## src/rtl/alu_pkg.sv

```systemverilog
// Shared opcodes, idbus field offsets, scoreboard entry and decode helpers
// for the ALU issue controller.
package alu_pkg;

  localparam int DW_P  = 32;
  localparam int RAW_P = 5;
  localparam int OPW_P = 4;

  localparam logic [OPW_P-1:0] OP_NOP   = 4'b0000;
  localparam logic [OPW_P-1:0] OP_ADD   = 4'b0001;
  localparam logic [OPW_P-1:0] OP_SUB   = 4'b0010;
  localparam logic [OPW_P-1:0] OP_AND   = 4'b0011;
  localparam logic [OPW_P-1:0] OP_ADDI  = 4'b0100;
  localparam logic [OPW_P-1:0] OP_ANDI  = 4'b0101;
  localparam logic [OPW_P-1:0] OP_SHL   = 4'b0110;
  localparam logic [OPW_P-1:0] OP_SHR   = 4'b0111;
  localparam logic [OPW_P-1:0] OP_LOAD  = 4'b1000;
  localparam logic [OPW_P-1:0] OP_STORE = 4'b1001;

  localparam int IDB_W       = 106;
  localparam int IDB_VALID   = 105;
  localparam int IDB_OP_LSB  = 101;
  localparam int IDB_DST_LSB = 96;
  localparam int IDB_R1_LSB  = 64;
  localparam int IDB_R2_LSB  = 32;
  localparam int IDB_IMM_LSB = 0;

  // v is set only for entries that will write a non-zero register.
  typedef struct packed {
    logic             v;
    logic [RAW_P-1:0] dst;
    logic             is_load;
  } sb_entry_t;

  typedef enum logic [1:0] {
    SEL_RF  = 2'd0,
    SEL_EX  = 2'd1,
    SEL_MEM = 2'd2
  } fwd_sel_e;

  function automatic logic is_writer(input logic [OPW_P-1:0] op);
    return (op >= OP_ADD) && (op <= OP_LOAD);
  endfunction

  function automatic logic uses_src1(input logic [OPW_P-1:0] op);
    return (op >= OP_ADD) && (op <= OP_STORE);
  endfunction

  function automatic logic uses_src2(input logic [OPW_P-1:0] op);
    return ((op >= OP_ADD) && (op <= OP_AND)) || (op == OP_STORE);
  endfunction

endpackage

```

## src/rtl/alu_hazard_chk.sv

```systemverilog
// Per-operand hazard compare against the three scoreboard stages.
// With ALU_ISSUE_FWD_EN undefined every match stalls and sel stays SEL_RF.
module alu_hazard_chk
  import alu_pkg::*;
(
  input  logic             use_src,
  input  logic [RAW_P-1:0] src,
  input  sb_entry_t        sb_ex,
  input  sb_entry_t        sb_mem,
  input  sb_entry_t        sb_wb,
  output logic             stall,
  output fwd_sel_e         sel
);

  logic hit_ex, hit_mem, hit_wb;
  logic unused_load;

  assign hit_ex  = sb_ex.v  && (sb_ex.dst  == src);
  assign hit_mem = sb_mem.v && (sb_mem.dst == src);
  assign hit_wb  = sb_wb.v  && (sb_wb.dst  == src);
  assign unused_load = sb_ex.is_load ^ sb_mem.is_load ^ sb_wb.is_load;

  // NOTE: every output gets a default before any branch, so no path leaves
  // it unassigned and no latch is inferred.
  always_comb begin
    stall = 1'b0;
    sel   = SEL_RF;
    if (use_src && (src != '0)) begin
      if (hit_ex) begin
        stall = 1'b1;
`ifdef ALU_ISSUE_FWD_EN
      end else if (hit_mem) begin
        if (sb_mem.is_load) stall = 1'b1;
        else                sel   = SEL_EX;
      end else if (hit_wb) begin
        sel = SEL_MEM;
`else
      end else if (hit_mem || hit_wb) begin
        stall = 1'b1;
`endif
      end
    end
  end

endmodule

```

## src/rtl/alu_issue_ctrl.sv

```systemverilog
// Issue/hazard controller in front of the ALU: scoreboard, bypass select,
// stall and registered idbus. Forwarding is enabled by ALU_ISSUE_FWD_EN.
module alu_issue_ctrl
  import alu_pkg::*;
#(
  parameter int DW  = 32,
  parameter int RAW = 5,
  parameter int OPW = 4
) (
  input  logic                      clk,
  input  logic                      reset,
  input  logic                      flush,
  input  logic                      dec_valid,
  output logic                      dec_ready,
  input  logic [OPW-1:0]            dec_op,
  input  logic [RAW-1:0]            dec_dst,
  input  logic [RAW-1:0]            dec_src1,
  input  logic [RAW-1:0]            dec_src2,
  input  logic [DW-1:0]             dec_r1,
  input  logic [DW-1:0]             dec_r2,
  input  logic [DW-1:0]             dec_imm,
  input  logic [DW:0]               ex_bypass,
  input  logic [DW:0]               mem_bypass,
  output logic [1+OPW+RAW+3*DW-1:0] idbus,
  output logic                      stall
);

  sb_entry_t sb_ex, sb_mem, sb_wb, sb_new;
  logic      stall1, stall2, hazard, transfer;
  fwd_sel_e  sel1, sel2;
  logic [DW-1:0] op1, op2;
  logic      unused_fwd;

  alu_hazard_chk u_chk1 (
    .use_src (uses_src1(dec_op)),
    .src     (dec_src1),
    .sb_ex   (sb_ex),
    .sb_mem  (sb_mem),
    .sb_wb   (sb_wb),
    .stall   (stall1),
    .sel     (sel1)
  );

  alu_hazard_chk u_chk2 (
    .use_src (uses_src2(dec_op)),
    .src     (dec_src2),
    .sb_ex   (sb_ex),
    .sb_mem  (sb_mem),
    .sb_wb   (sb_wb),
    .stall   (stall2),
    .sel     (sel2)
  );

  assign hazard    = stall1 | stall2;
  assign stall     = dec_valid & hazard;
  assign dec_ready = !hazard && !flush;
  assign transfer  = dec_valid && dec_ready;

`ifdef ALU_ISSUE_FWD_EN
  always_comb begin
    op1 = dec_r1;
    op2 = dec_r2;
    if      (sel1 == SEL_EX)  op1 = ex_bypass[DW-1:0];
    else if (sel1 == SEL_MEM) op1 = mem_bypass[DW-1:0];
    if      (sel2 == SEL_EX)  op2 = ex_bypass[DW-1:0];
    else if (sel2 == SEL_MEM) op2 = mem_bypass[DW-1:0];
  end
  assign unused_fwd = ex_bypass[DW] ^ mem_bypass[DW];

  // Forwarding from a stage whose result is not yet valid is a protocol error.
  ex_fwd_valid: assert property (@(posedge clk) disable iff (!reset)
    (transfer && (sel1 == SEL_EX || sel2 == SEL_EX)) |-> ex_bypass[DW]);
  mem_fwd_valid: assert property (@(posedge clk) disable iff (!reset)
    (transfer && (sel1 == SEL_MEM || sel2 == SEL_MEM)) |-> mem_bypass[DW]);
`else
  assign op1 = dec_r1;
  assign op2 = dec_r2;
  assign unused_fwd = ^{ex_bypass, mem_bypass, sel1, sel2};
`endif

  always_comb begin
    sb_new         = '0;
    sb_new.v       = transfer && is_writer(dec_op) && (dec_dst != '0);
    sb_new.dst     = dec_dst;
    sb_new.is_load = (dec_op == OP_LOAD);
  end

  // NOTE: all state updates use non-blocking assignments so every register
  // samples the pre-edge values of the others (the shift needs this).
  // NOTE: the scoreboard is reset as well as idbus; stale v bits would
  // otherwise raise false hazards right after reset.
  always_ff @(posedge clk) begin
    if (!reset) begin
      idbus  <= '0;
      sb_ex  <= '0;
      sb_mem <= '0;
      sb_wb  <= '0;
    end else if (flush) begin
      // The killed idbus instruction never reaches MEM; older ones still commit.
      idbus  <= '0;
      sb_ex  <= '0;
      sb_mem <= '0;
      sb_wb  <= sb_mem;
    end else begin
      idbus  <= transfer ? {1'b1, dec_op, dec_dst, op1, op2, dec_imm} : '0;
      sb_ex  <= sb_new;
      sb_mem <= sb_ex;
      sb_wb  <= sb_mem;
    end
  end

endmodule

```

## config.mk

```make
export PLATFORM = sky130hd
export DESIGN_NAME = alu_issue_ctrl
export DESIGN_NICKNAME = d
export VERILOG_FILES = /design/src/rtl/alu_pkg.sv /design/src/rtl/alu_hazard_chk.sv /design/src/rtl/alu_issue_ctrl.sv
export SDC_FILE = /design/constraint.sdc
export NUM_CORES = 1
export LEC_CHECK = 0
export BUFFER_PORTS_ARGS = -buffer_cell sky130_fd_sc_hd__buf_2
export CORE_AREA = 2 2 113 115
export CTS_CLUSTER_DIAMETER = 60
export DETAILED_ROUTE_END_ITERATION = 12
export DIE_AREA = 0 0 115 117
export PLACE_DENSITY = 0.65
export SYNTH_ARGS = -nofsm -noshare
export SYNTH_HDL_FRONTEND = slang
export SYNTH_SLANG_ARGS = --single-unit
```

## constraint.sdc

```tcl
create_clock -name clk -period 2.5 [get_ports clk]
set_clock_uncertainty 0.1 [all_clocks]
set_input_delay 0.125 -clock clk [delete_from_list [all_inputs] [get_ports clk]]
set_output_delay 0.125 -clock clk [all_outputs]
set_load 0.01 [all_outputs]
```

==> results of run 1 <==
cells by family (layout without fill, tap and decap cells):
| group | after synthesis | after routing |
|---|---|---|
| DFF | 124 | 124 |
| xor gates and xnor gates | 30 | 30 |
| AOI/OAI and AO/OA | 10 | 10 |
| buffers and inverters | 12 | 368 |
| and+or+nand+nor | 144 | 144 |
per-stage QoR:
step	instance area (um^2)	hold slack [ns]
floorplan	3820	0.147
global placement	5060	0.224
detailed placement	5060	0.226
CTS	6750	0.0516
global route	6760	0.0871
finish	6760	0.0803
layout make-up:
| class | instances | area (um^2) |
|---|---|---|
| Tap cell | 150 | 188 |
| Fill cell | 1016 | 5560 |
| Multi-Input combinational cell | 184 | 1240 |
| Clock inverter | 13 | 164 |
| Sequential cell | 124 | 2480 |
| Clock buffer | 19 | 453 |
| Timing Repair Buffer | 336 | 2220 |
worst min-delay path: cells and delay by family:
kind	cells	cell delay [ns]
buffers and inverters	2	0.26
AND/OR/NAND/NOR	3	0.15
flip-flops by register name, summed over array words and instances (netlist names):
name / flops
sb_wb: 6
sb_ex: 6
sb_mem: 6
idbus: 106
power by group:
group          internal (W)  switching, W  leakage (nW)
Combinational      0.000252      0.000156          2.06
Sequential          0.00203     0.0000169          1.01
Clock               0.00162      0.000899         0.300
what timing repair did:
item / 4_1_cts / 5_1_grt
resized for setup: 0 / 2
buffers inserted: 0 / 0
hold buffers: 107 / 0
hold endpoints to repair: 117 / 0
endpoints found under the setup margin: 0 / 1
worst max-delay path by stage:
stage,start,to,slack [ns],depth (start not counted)
after floorplan,sb_ex[3],idbus[0],0.66,8
after global placement,sb_mem[3],idbus[66],0.46,7
after detailed placement,sb_mem[3],idbus[66],0.44,7
after CTS,sb_ex[1],stall,0.14,7
after global routing,sb_ex[3],stall,0.02,7
final,sb_ex[3],stall,0.16,7
routing by layer:
metal	vias to the layer above	track usage	wire length, um
met3	17	0.0623	916
met2	147	0.295	5850
li1	1704	-	-
met4	0	0.0843	237
met1	1519	0.164	4190
met5	-	0	0
cells in the mapped netlist:
master,count
buf_2,1
and3_1,3
a31o_2,1
clkbuf_1,1
nor3_2,1
o2111a_2,1
nor2b_1,1
nand2_1,1
o21ai_1,1
nor2_1,2
a211oi_1,1
nand3_1,3
xor2_1,24
o31ai_1,1
o21ai_0,2
nor4_1,6
nor3_1,1
dfxtp_1,124
or4_1,4
clkbuf_2,4
o2111a_1,1
and2_1,122
o211ai_1,2
xnor2_1,6
buf_6,6
==> qor.yml, run 1 <==
hold_path_depth: 5
power_w: 0.00498
clockRootBuffer: "clkbuf_16"
yosysUniqueCellTypes: 25
synth_top_area_frac: 0.650
max-cap-violations: 0
placementRows: 41
synth_top_family_by_area: "simple AND/OR/NAND/NOR gates"
drtAntennaViolNets: 0
start_kind: "register"
syn_avg_cell_area_um2: 11.9
final_cell_mix: "buf_2 (226), dfxtp_1 (124), and2_1 (122)"
yosysWarningCount: 0
reg2reg_depth: 7
crit_required_ns: 2.28
drt_iter0_drc: 88
gp_congestion: 0.826
final_cells: 826
tightestPinTransition_ns: 0.396
synth_area_leaders: "dfxtp_1 (65%), and2_1 (20%), xor2_1 (5.5%)"
finalWorstSetupSlack_ns: 0.163
hold_end: "sb_ex[6]"
path_clk_slew_ns: 0.06
synthToLayoutAreaGrowth_pct: 77.0
status: "finished clean"
wl_per_cell_um: 13.6
wl_um: 11200
die-area_mm2: 0.0135
setup_violations: 0
drv_slew: 0
post-dp-hpwl_um: 6720
core_mm2: 0.0123
overflow: 0
tns_ns: 0
rsz0062_at_grt: "false"
timing.final.crit_share: 0.935
crit_chain: "xor2_1, nor4_2, nand3_1, a31o_2, o21ai_1, and2_1, buf_2"
p_per_area_mw_per_mm2: 737
rr_endpoint: "idbus[66]"
pre_cts_slack_ns: 0.439
diodes: 0
yosys.area.top_type: "dfxtp_1"
cts_buffers: 17
via_per_inst: 4.10
drc_errors: 0
worst-path-buf-inv: 1
ys_seq_elements: 124
clockBufferDepth: 2
max_freq_mhz: 428
worstPathMaxFanout: 3
hold_class: "in2reg"
worstPathArrival_ns: 2.11
synth_adder_area_share: 0
ff2ff_setup_slack_ns: 0.41
htree_levels: 4
worstHoldStart: "flush"
syn_nets: 505
synth_xor_area_frac: 0.0689
r2r-start: "sb_ex[3]"
first_pass_iters: 4
nets: 848
drive_gt1_frac: 0.392
relSlewSlack: 0.736
syn-cell-area_mm2: 0.00382
clkSinkCount: 124
grt_pass1_vias: 3512
antenna_found_initial: 0
hold_violations: 0
ys_seq_area_frac: 0.650
cp_top_family: "simple AND/OR/NAND/NOR gates"
insertion_delay_ns: 0.40
grt_start_max_net_pins: 54
cpPeakStageDelay_ns: 0.34
fin_util: 0.549
initial_core_util: 0.310
boundaryPins: 293
synthesis.instances: 320
cts_tree: "built"
num_vias: 3387
chipWidth_um: 115
grt.total_usage: 0.163
end_kind: "output pin"
mostFrequentLayoutCell: "buf_2"
leakagePower_nw: 3.37
grt_pass1_wl_um: 16500
dp.cells: 687
fin_crit_ns: 2.34
synth_compound_area_frac: 0.0203
die_h_um: 117
peakVddDrop_v: 0.000455
slowest_stage: "dfxtp_1"
path_class: "reg2out"
synthMuxAreaShare: 0
synthSimpleGateAreaFrac: 0.235
portBuffers: 226
Power figures use the tool's default switching activity.
==> run 2, diff against run 1 <==
Settings changed: CORE_AREA 2 2 113 115 to 2 2 115 117, DIE_AREA 0 0 115 117 to 0 0 117 119, GPL_TIMING_DRIVEN from default to 0, PLACE_DENSITY 0.65 to default.
==> qor.yml, run 2 (same netlist as run 1, synthesis figures left out) <==
status: "finished clean"
wl_per_cell_um: 13.2
wl_um: 11400
drtAntennaViolNets: 0
grt.total_usage: 0.165
final_cell_area_mm2: 0.00680
p_seq_frac: 0.437
insertion_delay_ns: 0.41
die-area_mm2: 0.0139
peakVddDrop_v: 0.000555
dp.cells: 722
intPower_w: 0.00370
setup_violations: 0
r2r-start: "sb_ex[3]"
fin_crit_ns: 2.30
placementRows: 42
antenna_found_initial: 0
final_cells: 863
grt_start_max_net_pins: 17
fillers: 1126
num_vias: 3511
synthToLayoutAreaGrowth_pct: 78.1
worstHoldStart: "dec_src1[0]"
mostFrequentLayoutCell: "buf_2"
hold_class: "in2reg"
p_per_area_mw_per_mm2: 690
cts_tree: "built"
cts_buffers: 17
hold_violations: 0
boundaryPins: 293
postPlaceCellArea_mm2: 0.00517
drive_gt1_frac: 0.389
gp_congestion: 0.816
max_freq_mhz: 434
grt_pass1_wl_um: 17200
end_kind: "output pin"
first_pass_iters: 4
initial_core_util: 0.296
drv_slew: 0
start_kind: "register"
drc_errors: 0
die_h_um: 119
pre_cts_slack_ns: 0.347
clkPwrFrac: 0.474
switchingPower_w: 0.000992
clkSinkCount: 124
htree_levels: 4
p_sw_frac: 0.212
worstPathMaxFanout: 3
leakagePower_nw: 3.40
via_per_inst: 4.07
final_cell_mix: "buf_2 (227), dfxtp_1 (124), and2_1 (122)"
overflow: 0
portBuffers: 226
timing.final.crit_share: 0.921
diodes: 0
chipWidth_um: 117
critPathLaunch: "sb_ex[3]"
largest_register_ffs: 106
crit_required_ns: 2.28
p_comb_frac: 0.090
path_clk_slew_ns: 0.05
clockRootBuffer: "clkbuf_16"
grt_pass1_vias: 3763
path_class: "reg2out"
nets: 859
post-dp-hpwl_um: 7310
relSlewSlack: 0.759
power_w: 0.00469
tns_ns: 0
core_mm2: 0.0129
tightestPinTransition_ns: 0.360
finalWorstSetupSlack_ns: 0.197
max_flop_register: "idbus"
clockBufferDepth: 2
drt_iter0_drc: 107
rsz0062_at_grt: "false"
max-cap-violations: 0
worstPathArrival_ns: 2.08
==> run 2: final timing paths <==
path	endpoint	slack (ns)	cells after the start
max	stall	0.20	7
max reg2reg	sb_ex[6]	0.24	7
min reg2reg	sb_mem[6]	0.40	1
min	idbus[103]	0.23	3
==> run 2: metrics by stage <==
step	hold WS (ns)	util
2_1_floorplan	0.147	-
3_3_place_gp	0.224	0.401
3_5_place_dp	0.226	0.401
4_1_cts	0.201	0.528
5_1_grt	0.249	0.528
6_report	0.235	0.528
==> run 2: metal layers <==
layer / vias to the layer above / routed length, um / global-route usage
met5: - / 0 / 0
met4: 0 / 313 / 0.0949
met3: 28 / 922 / 0.0697
met2: 152 / 5910 / 0.287
met1: 1606 / 4270 / 0.161
li1: 1725 / - / -
==> run 2: layout make-up <==
cell class	instances	area (um^2)	share of cell area
multi-input combinational	184	1240	0.182
tap	176	220	0.0324
timing repair buffer	335	2220	0.327
sequential	124	2480	0.365
clock buffer	24	472	0.0694
clock inverter	8	67.6	0.00994
buffer	12	96.3	0.0142
==> run 2: power by group through the flow <==
stage,clock network (W),logic [W],registers (W)
floorplan,0,0.0000851,0.00211
global placement,0,0.000277,0.00209
detailed placement,0,0.000282,0.00209
CTS,0.00228,0.000414,0.00205
global route,0.00237,0.000456,0.00205
finish,0.00222,0.000420,0.00205
==> run 2: worst max-delay path, stage by stage (launching register included) <==
cell and delay [ns]:
dfxtp_1 0.34, xor2_1 0.17, nor4_1 0.32, nand3_1 0.13
a31o_2 0.27, o21ai_1 0.16, and2_1 0.17, buf_2 0.12
==> run 2: timing repair <==
item	4_1_cts	5_1_grt
endpoints found under the setup margin	0	3
hold buffers	109	0
endpoints found under the hold margin	117	0
gates resized for setup	0	1
buffers inserted	0	0
==> run 3, diff against run 2 <==
Settings changed: SYNTH_HIERARCHICAL from default to 1.
==> qor.yml, run 3 <==
syn_avg_cell_area_um2: 11.9
path_class: "reg2reg"
core_mm2: 0.0129
hold_end: "idbus[105]"
drc_errors: 0
insertion_delay_ns: 0.40
rsz0062_at_grt: "false"
placementRows: 42
cts_buffers: 17
worstPathMaxFanout: 10
setup_violations: 0
portBuffers: 226
drtAntennaViolNets: 0
slowest_stage: "nor4_1"
ctsResizeCount: 0
boundaryPins: 293
max-cap-violations: 0
diodes: 0
route.met2.wl_um: 5820
end_kind: "register"
syn_nets: 507
cts_setup_buffers: 0
num_vias: 3453
routed.top_layer: "met4"
ctsHoldBuffers: 107
cp_top_family: "simple AND/OR/NAND/NOR gates"
tightestPinTransition_ns: 0.341
timing.final.crit_share: 0.928
nets: 859
peakVddDrop_v: 0.000451
max_flop_register: "idbus"
hold_violations: 0
gp_congestion: 0.789
leakagePower_nw: 3.37
postPlaceCellArea_mm2: 0.00517
crit_chain: "xor2_1, nor4_1, nand3_1, a31oi_1, nor2_1, and3_1, buf_6, buf_6, buf_6, and2_1"
synthToLayoutAreaGrowth_pct: 77.3
clockBufferDepth: 2
htree_levels: 4
die_h_um: 119
chipWidth_um: 117
max_freq_mhz: 431
wl_um: 11200
worstHoldStart: "dec_valid"
relSlewSlack: 0.771
crit_top_cell: "buf_6"
clockRootBuffer: "clkbuf_16"
drt_iter0_drc: 74
rr_endpoint: "idbus[1]"
worstPathArrival_ns: 2.50
grt_pass1_wl_um: 16900
yosysWarningCount: 6
die-area_mm2: 0.0139
r2r-start: "sb_ex[4]"
power_w: 0.00464
p_per_area_mw_per_mm2: 686
start_kind: "register"
antenna_found_initial: 0
worst-path-buf-inv: 3
post-dp-hpwl_um: 7460
largest_register_ffs: 106
grt.total_usage: 0.161
reg2reg_depth: 10
grt_pass1_vias: 3635
crit_required_ns: 2.68
first_pass_iters: 4
wl_met3_um: 873
mostFrequentLayoutCell: "buf_2"
fillers: 1113
hold_path_depth: 4
wl_per_cell_um: 12.9
final_cell_mix: "buf_2 (226), dfxtp_1 (124), and2_1 (122)"
pre_cts_slack_ns: 0.196
wl_met1_um: 4210
finalWorstSetupSlack_ns: 0.180
clkSinkCount: 124
tns_ns: 0
fin_crit_ns: 2.32
synthesis.instances: 322
path_depth: 10
cts_tree: "built"
drive_gt1_frac: 0.389
final_cells: 862
grt_start_max_net_pins: 17
syn-cell-area_mm2: 0.00382
drv_slew: 0
dp.cells: 724
final_cell_area_mm2: 0.00677
ff2ff_setup_slack_ns: 0.18
path_clk_slew_ns: 0.05
overflow: 0
cpPeakStageDelay_ns: 0.35
hold_class: "in2reg"
via_per_inst: 4.01
initial_core_util: 0.297
status: "finished clean"
## run 3: layout make-up
type	instances	area (um^2)	share of cell area
Sequential cell	124	2480	0.367
Clock inverter	8	70.1	0.0104
Buffer	13	97.6	0.0144
Multi-Input combinational cell	184	1230	0.182
Inverter	1	3.75	0.000555
Clock buffer	23	458	0.0677
Timing Repair Buffer	333	2200	0.325
Tap cell	176	220	0.0325
## run 3: power breakdown
part           internal (W)  leakage (nW)  switching (W)
logic              0.000261          2.11       0.000159
clock network       0.00137         0.257       0.000799
registers           0.00203          1.01      0.0000172
total               0.00367          3.37       0.000975
## run 3: per-stage QoR
step / util / hold slack (ns)
CTS: 0.526 / 0.236
global placement: 0.402 / 0.225
floorplan: - / 0.147
finish: 0.526 / 0.232
detailed placement: 0.402 / 0.226
global route: 0.526 / 0.235
## run 3: tightest hold or removal path, delay by kind of cell
family	cells	cell delay [ns]
buffers and inverters	3	0.40
AND/OR/NAND/NOR	1	0.16
## run 3: worst max-delay path by stage
stage | startpoint | slack (ns) | to
2_1_floorplan | sb_mem[2] | 0.55 | idbus[0]
3_3_place_gp | sb_ex[2] | 0.20 | idbus[1]
3_5_place_dp | sb_ex[4] | 0.20 | idbus[1]
4_1_cts | sb_ex[4] | 0.19 | idbus[1]
5_1_grt | sb_ex[4] | 0.09 | idbus[1]
6_report | sb_ex[4] | 0.18 | idbus[1]
## run 3: per-layer routing
metal / GRT usage / vias up
met5: 0 / -
met4: 0.0743 / 0
met3: 0.0626 / 22
met2: 0.296 / 158
met1: 0.153 / 1564
li1: - / 1709
